--- src/rtl/pong_pkg.sv ---
// Shared constants, game state type and span helper for the pong renderer.
package pong_pkg;

  localparam int H_VIS = 640;
  localparam int V_VIS = 480;

  // Frame tick fires on the first blanking line, column 0.
  localparam logic [9:0] TICK_X = 10'd0;
  localparam logic [9:0] TICK_Y = 10'd480;

  // Dashed centre net: 4 pixels wide, straddling the middle column.
  localparam logic [9:0] NET_X0 = 10'(H_VIS / 2 - 2);
  localparam logic [9:0] NET_X1 = 10'(H_VIS / 2 + 1);

  localparam logic [3:0] COL_FG = 4'hF;
  localparam logic [3:0] COL_BG = 4'h0;

  typedef enum logic [1:0] {SERVE, PLAY, OVER} state_t;

  // True when lo <= p < lo+len; done in int so lo+len cannot wrap.
  function automatic logic in_span(input logic [9:0] p, input logic [9:0] lo, input int len);
    return (int'(p) >= int'(lo)) && (int'(p) < int'(lo) + len);
  endfunction

endpackage

--- src/rtl/pong_paddle.sv ---
// One paddle: vertical position moved by level buttons once per frame, clamped to the screen.
module pong_paddle
  import pong_pkg::*;
#(
  parameter int PAD_H     = 64,
  parameter int PAD_SPEED = 4,
  parameter int INIT_Y    = 208
) (
  input  logic       clk,
  input  logic       reset,
  input  logic       tick,
  input  logic       up,
  input  logic       dn,
  input  logic       freeze,
  output logic [9:0] y
);

  localparam logic [9:0] Y_MAX  = 10'(V_VIS - PAD_H);
  localparam logic [9:0] SPD    = 10'(PAD_SPEED);
  localparam logic [9:0] Y_INIT = 10'(INIT_Y);

  // Step on frame tick; compare before subtract/add so the paddle never wraps or leaves the screen.
  always_ff @(posedge clk or posedge reset) begin
    if (reset) begin
      y <= Y_INIT;
    end else if (tick && !freeze) begin
      if (up && !dn)
        y <= (y < SPD) ? '0 : y - SPD;
      else if (dn && !up)
        y <= (y > Y_MAX - SPD) ? Y_MAX : y + SPD;
    end
  end

endmodule

--- src/rtl/pong_renderer.sv ---
// Pong game state (ball, paddles, scores, FSM) and per-pixel colour for the VGA scan.
module pong_renderer
  import pong_pkg::*;
#(
  parameter int BALL_SIZE   = 8,
  parameter int BALL_SPEED  = 2,
  parameter int PAD_W       = 8,
  parameter int PAD_H       = 64,
  parameter int PAD_X       = 16,
  parameter int PAD_SPEED   = 4,
  parameter int SERVE_DELAY = 60,
  parameter int WIN_SCORE   = 9
) (
  input  logic       clk,
  input  logic       reset,
  input  logic [9:0] x,
  input  logic [9:0] y,
  input  logic       up_l,
  input  logic       dn_l,
  input  logic       up_r,
  input  logic       dn_r,
  input  logic       start,
  output logic [3:0] red,
  output logic [3:0] green,
  output logic [3:0] blue,
  output logic [3:0] score_l,
  output logic [3:0] score_r
);

  localparam logic [9:0] BS     = 10'(BALL_SIZE);
  localparam logic [9:0] SPD    = 10'(BALL_SPEED);
  localparam logic [9:0] PH     = 10'(PAD_H);
  localparam logic [9:0] HV     = 10'(H_VIS);
  localparam logic [9:0] VV     = 10'(V_VIS);
  localparam logic [9:0] CX     = 10'((H_VIS - BALL_SIZE) / 2);
  localparam logic [9:0] CY     = 10'((V_VIS - BALL_SIZE) / 2);
  localparam logic [9:0] BOT    = 10'(V_VIS - BALL_SIZE);
  localparam logic [9:0] PL_X   = 10'(PAD_X);
  localparam logic [9:0] PR_X   = 10'(H_VIS - PAD_X - PAD_W);
  localparam logic [9:0] FACE_L = 10'(PAD_X + PAD_W);
  localparam logic [9:0] FACE_R = PR_X;
  localparam logic [3:0] WIN    = 4'(WIN_SCORE);
  localparam int         CW     = (SERVE_DELAY > 1) ? $clog2(SERVE_DELAY) : 1;
  localparam logic [CW-1:0] CNT_LAST = CW'(SERVE_DELAY - 1);

  state_t        state;
  logic [CW-1:0] cnt;
  logic [9:0]    bx, by;
  logic          dx_pos, dy_pos;
  logic [9:0]    pl_y, pr_y;
  logic          frame_tick;

  assign frame_tick = (x == TICK_X) && (y == TICK_Y);

  pong_paddle #(.PAD_H(PAD_H), .PAD_SPEED(PAD_SPEED), .INIT_Y((V_VIS - PAD_H) / 2)) u_pad_l (
    .clk(clk), .reset(reset), .tick(frame_tick), .up(up_l), .dn(dn_l),
    .freeze(state == OVER), .y(pl_y)
  );

  pong_paddle #(.PAD_H(PAD_H), .PAD_SPEED(PAD_SPEED), .INIT_Y((V_VIS - PAD_H) / 2)) u_pad_r (
    .clk(clk), .reset(reset), .tick(frame_tick), .up(up_r), .dn(dn_r),
    .freeze(state == OVER), .y(pr_y)
  );

  function automatic logic v_overlap(input logic [9:0] b, input logic [9:0] p);
    return (b + BS > p) && (b < p + PH);
  endfunction

  logic [9:0] nbx, nby;
  logic       ndx, ndy, miss_l, miss_r;

  // Next ball position for one PLAY frame: step, then walls, paddle faces, misses.
  // Every condition uses the pre-step position; paddle faces are checked before misses.
  always_comb begin
    ndy    = dy_pos;
    ndx    = dx_pos;
    miss_l = 1'b0;
    miss_r = 1'b0;
    nbx    = bx;
    if (!dy_pos && by < SPD) begin
      nby = '0;
      ndy = 1'b1;
    end else if (dy_pos && (by + BS + SPD > VV)) begin
      nby = BOT;
      ndy = 1'b0;
    end else begin
      nby = dy_pos ? by + SPD : by - SPD;
    end
    if (!dx_pos && bx >= FACE_L && bx < FACE_L + SPD && v_overlap(by, pl_y)) begin
      nbx = FACE_L;
      ndx = 1'b1;
    end else if (dx_pos && (bx + BS <= FACE_R) && (bx + BS + SPD > FACE_R) && v_overlap(by, pr_y)) begin
      nbx = FACE_R - BS;
      ndx = 1'b0;
    end else if (!dx_pos && bx < SPD) begin
      miss_l = 1'b1;
    end else if (dx_pos && (bx + BS + SPD > HV)) begin
      miss_r = 1'b1;
    end else begin
      nbx = dx_pos ? bx + SPD : bx - SPD;
    end
  end

  // Game FSM, ball and scores; restart from OVER is taken on any cycle, everything else on frame tick.
  always_ff @(posedge clk or posedge reset) begin
    if (reset) begin
      state   <= SERVE;
      cnt     <= '0;
      bx      <= CX;
      by      <= CY;
      dx_pos  <= 1'b1;
      dy_pos  <= 1'b1;
      score_l <= '0;
      score_r <= '0;
    end else if (state == OVER) begin
      if (start) begin
        score_l <= '0;
        score_r <= '0;
        bx      <= CX;
        by      <= CY;
        cnt     <= '0;
        state   <= SERVE;
      end
    end else if (frame_tick) begin
      case (state)
        SERVE: begin
          bx <= CX;
          by <= CY;
          if (cnt == CNT_LAST) begin
            cnt   <= '0;
            state <= PLAY;
          end else begin
            cnt <= cnt + 1'b1;
          end
        end
        PLAY: begin
          if (miss_l || miss_r) begin
            // Recentre and serve toward the player who just conceded.
            bx     <= CX;
            by     <= CY;
            dx_pos <= miss_r;
            cnt    <= '0;
            if (miss_l) begin
              score_r <= (score_r == WIN) ? score_r : score_r + 1'b1;
              state   <= (4'(score_r + 4'd1) == WIN) ? OVER : SERVE;
            end else begin
              score_l <= (score_l == WIN) ? score_l : score_l + 1'b1;
              state   <= (4'(score_l + 4'd1) == WIN) ? OVER : SERVE;
            end
          end else begin
            bx     <= nbx;
            by     <= nby;
            dx_pos <= ndx;
            dy_pos <= ndy;
          end
        end
        default: state <= SERVE;
      endcase
    end
  end

  logic visible, ball_on, pad_on, net_on, lit;

  // Which object, if any, covers the current scan position.
  always_comb begin
    visible = (x < HV) && (y < VV);
    ball_on = (state != OVER) && in_span(x, bx, BALL_SIZE) && in_span(y, by, BALL_SIZE);
    pad_on  = (in_span(x, PL_X, PAD_W) && in_span(y, pl_y, PAD_H)) ||
              (in_span(x, PR_X, PAD_W) && in_span(y, pr_y, PAD_H));
    net_on  = (x >= NET_X0) && (x <= NET_X1) && !y[4];
    lit     = visible && (ball_on || pad_on || net_on);
  end

  // Registered colour: one clock behind x/y, cleared immediately by reset.
  always_ff @(posedge clk or posedge reset) begin
    if (reset) begin
      red   <= COL_BG;
      green <= COL_BG;
      blue  <= COL_BG;
    end else begin
      red   <= lit ? COL_FG : COL_BG;
      green <= lit ? COL_FG : COL_BG;
      blue  <= lit ? COL_FG : COL_BG;
    end
  end

endmodule
--- config.mk ---
export PLATFORM = sky130hd
export DESIGN_NAME = pong_renderer
export DESIGN_NICKNAME = d
export VERILOG_FILES = /design/src/rtl/pong_pkg.sv /design/src/rtl/pong_paddle.sv /design/src/rtl/pong_renderer.sv
export SDC_FILE = /design/constraint.sdc
export NUM_CORES = 1
export LEC_CHECK = 0
export ABC_AREA = 1
export CAP_MARGIN = 40
export CELL_PAD_IN_SITES_DETAIL_PLACEMENT = 0
export CELL_PAD_IN_SITES_GLOBAL_PLACEMENT = 1
export CORE_UTILIZATION = 48
export DETAILED_ROUTE_END_ITERATION = 6
export PLACE_DENSITY = 0.94
export SYNTH_ARGS = -nofsm -noshare
export SYNTH_HDL_FRONTEND = slang
export SYNTH_SLANG_ARGS = --single-unit
--- constraint.sdc ---
create_clock -name clk -period 7.55 [get_ports clk]
set_input_delay 1.1325 -clock clk [delete_from_list [all_inputs] [get_ports clk]]
set_output_delay 1.1325 -clock clk [all_outputs]
set_load 0.05 [all_outputs]
==> results.toml <==
[floorplanning]
rows = 45
die_width_um = 126.3
dieHeight_um = 126.3
core_um2 = 15150
start_util_pct = 48.95
io_pins = 47
die_area_um2 = 15950

[global_route]
antenna_found_initial = 0
grt_pass1_vias = 6713
grt_pass1_wl_um = 34430
grt-ovfl-total = 0
track_usage_pct = 26.99
grt_max_degree = 54

[placement]
dp_cells = 1307
io_buffers = 46
hpwl_um = 16360
dpl_cell_area_um2 = 7948
gp_congestion = 0.9182
pre_cts_slack_ns = 3.763

[critical_path]
worstPathMaxFanout = 20
cp-end-kind = "flop"
r2r_slack_ns = 3.93
critical_path_class = "reg2reg"
critPathRequiredTime_ns = 7.81
cp-start-kind = "flop"
cp.arrival_ns = 3.88

[synthesis]
synth_compound_area_share_pct = 13.27
synth_cell_types = 53
synth_xor_area_share_pct = 4.371
synth_most_common_cell = "nand2_1"
synth_top_family_by_area = "simple AND/OR/NAND/NOR gates"
synthArstFlopShare_pct = 100.0
synth_commonest_cells = "270 x nand2_1, 123 x ha_1, 122 x inv_1"
muxShareOfSynthArea_pct = 0
ys_seq_area_share_pct = 18.19
synth_nets = 1249
ys_seq_elements = 53
synth_area_leaders = "ha_1 21%, nand2_1 14%, dfrtp_1 12%"
synth-simple-area-share_pct = 34.57
netlist_area_um2 = 7413
syn_avg_cell_area_um2 = 6.746
yosysTopAreaCell = "ha_1"
yosys_warnings = 0
synthAdderAreaFrac_pct = 20.76
syn_inst = 1099
synth_ff_type = "dfrtp_1"
synth_edf_count = 0
netlist.area_leader.share_pct = 20.76

[status]
status = "finished, final reports clean"

[clock_network]
clk_latency_ns = 0.32
cts-htree-levels = 2
clk_path_buf_depth = 2
numCtsBuffers = 5
post_cts_resized = 0
cts_hold_buffers = 0
cts_setup_buffers = 0
clkSinkCount = 53
clk_transition_reported_paths_ns = 0.08
cts_tree = "built"
root_buffer = "clkbuf_16"

[sta]
min_period_ns = 3.616
fin_crit_sh_pct = 47.90
hold_viol = 0
finalSetupTns_ns = 0
slew_viol_final = 0
skew_ns = 0.01259
setup_viol = 0
worst_slack_ns = 3.934
rsz0062_at_grt = "no"
relSlewSlack_pct = 49.69
hold_slack_ns = 0.5303
fmax_mhz = 276.5
tightest_slew_ns = 0.7547

[detailed_routing]
wirelength_um = 20890
drc = 0
vias_per_cell = 5.665
drt-wirelength-per-cell_um = 15.89
drt_iter0_drc = 633
drtPass1Iterations = 6
vias = 7450
ant_nets = 0

[final_layout]
nets = 1276
diodes = 0
drive_gt1_share_pct = 5.590
area_growth_pct = 9.283
seqCellArea_um2 = 1349
fillCellCount = 1533
multi_input_area_um2 = 5409
fin_cells = 1315
stdcell_area_um2 = 8102

[power_and_ir_drop]
p_per_area_nw_per_um2 = 84.48
power_leakage_nw = 3.940
ir_drop_uv = 91.01

[worst_hold_path]
hold_class = "reg2reg"

[flow_run]
maxCapViolCount = 0
## cell type report
type | count | share of cell area [%]
Sequential cell | 53 | 16.65
Tap cell | 188 | 2.903
Clock inverter | 3 | 0.3552
Clock buffer | 5 | 1.544
Timing Repair Buffer | 47 | 5.776
Inverter | 129 | 6.008
Multi-Input combinational cell | 890 | 66.76
## registers in the layout (all words and copies together), names as in the netlist
register and count:
u_pad_l.y 8, cnt 6, by 9, score_l 4, score_r 4, dy_pos 1
blue 1, state 2, dx_pos 1, u_pad_r.y 8, bx 9
## per-stage QoR
| stage | util (%) | power (mW) |
|---|---|---|
| 2_1_floorplan | - | 0.3837 |
| 3_3_place_gp | 52.47 | 0.4307 |
| 3_5_place_dp | 52.47 | 0.4311 |
| 4_1_cts | 53.49 | 0.6899 |
| 5_1_grt | 53.49 | 0.7174 |
| 6_report | 53.49 | 0.6844 |
## layer usage
metal	track usage [%]	vias up	wire length (um)
met5	0	-	0
met4	6.308	0	343
met3	3.738	24	1277
met2	43.81	229	9319
met1	37.73	3424	9952
li1	-	3773	-
## final timing paths
path,start,end,cells after the start
setup / recovery,by[5],cnt[2],18
min in group asynchronous,reset,score_r[3],3
setup reg to reg,by[5],cnt[2],18
hold reg to reg,cnt[1],cnt[1],2
max in group asynchronous,reset,u_pad_r.y[5],3
hold / removal,cnt[1],cnt[1],2
## critical path, cell delays in order, from the launching register on
cell and delay (ns):
dfstp_2 0.65, inv_1 0.14, nor3_1 0.25, nand2_1 0.10, xor2_1 0.26, inv_1 0.15, ha_1 0.32, nand2_1 0.06
nor2_1 0.18, nand2_1 0.08, nand3b_1 0.13, nand2_1 0.06, nor2_1 0.20, nand4_4 0.22, nand2_4 0.15, nand3_4 0.27
nand3_4 0.20, nand2_1 0.07, nand2_1 0.06
## where the power goes
group | leakage [nW] | switching [mW] | internal (mW)
clock network | 0.0763 | 0.129 | 0.128
logic | 3.23 | 0.0834 | 0.0514
registers | 0.636 | 0.00547 | 0.287
## cells in the final DEF (no fill, tap or decap), types with 4 or more instances in the layout
cell,n
a211oi_1,5
a21oi_1,63
a22oi_1,7
clkbuf_16,5
clkdlybuf4s50_1,46
dfrtp_1,35
dfstp_2,18
ha_1,123
inv_1,121
inv_2,4
nand2_1,270
nand2_2,8
nand3_1,66
nand3_2,4
nand3b_1,7
nand4_1,41
nor2_1,116
nor2_4,5
nor3_1,21
nor4_1,11
o211ai_1,5
o21ai_0,51
o22ai_1,9
o31ai_1,4
xnor2_1,10
xor2_1,27
## kinds of logic after synthesis
logic type	Yosys count
DFF	53
AOI/OAI and AO/OA	168
and+or+nand+nor	562
xor gates and xnor gates	37
buffers and inverters	156
adders and majority gates	123
(Power assumes the default switching activity.)
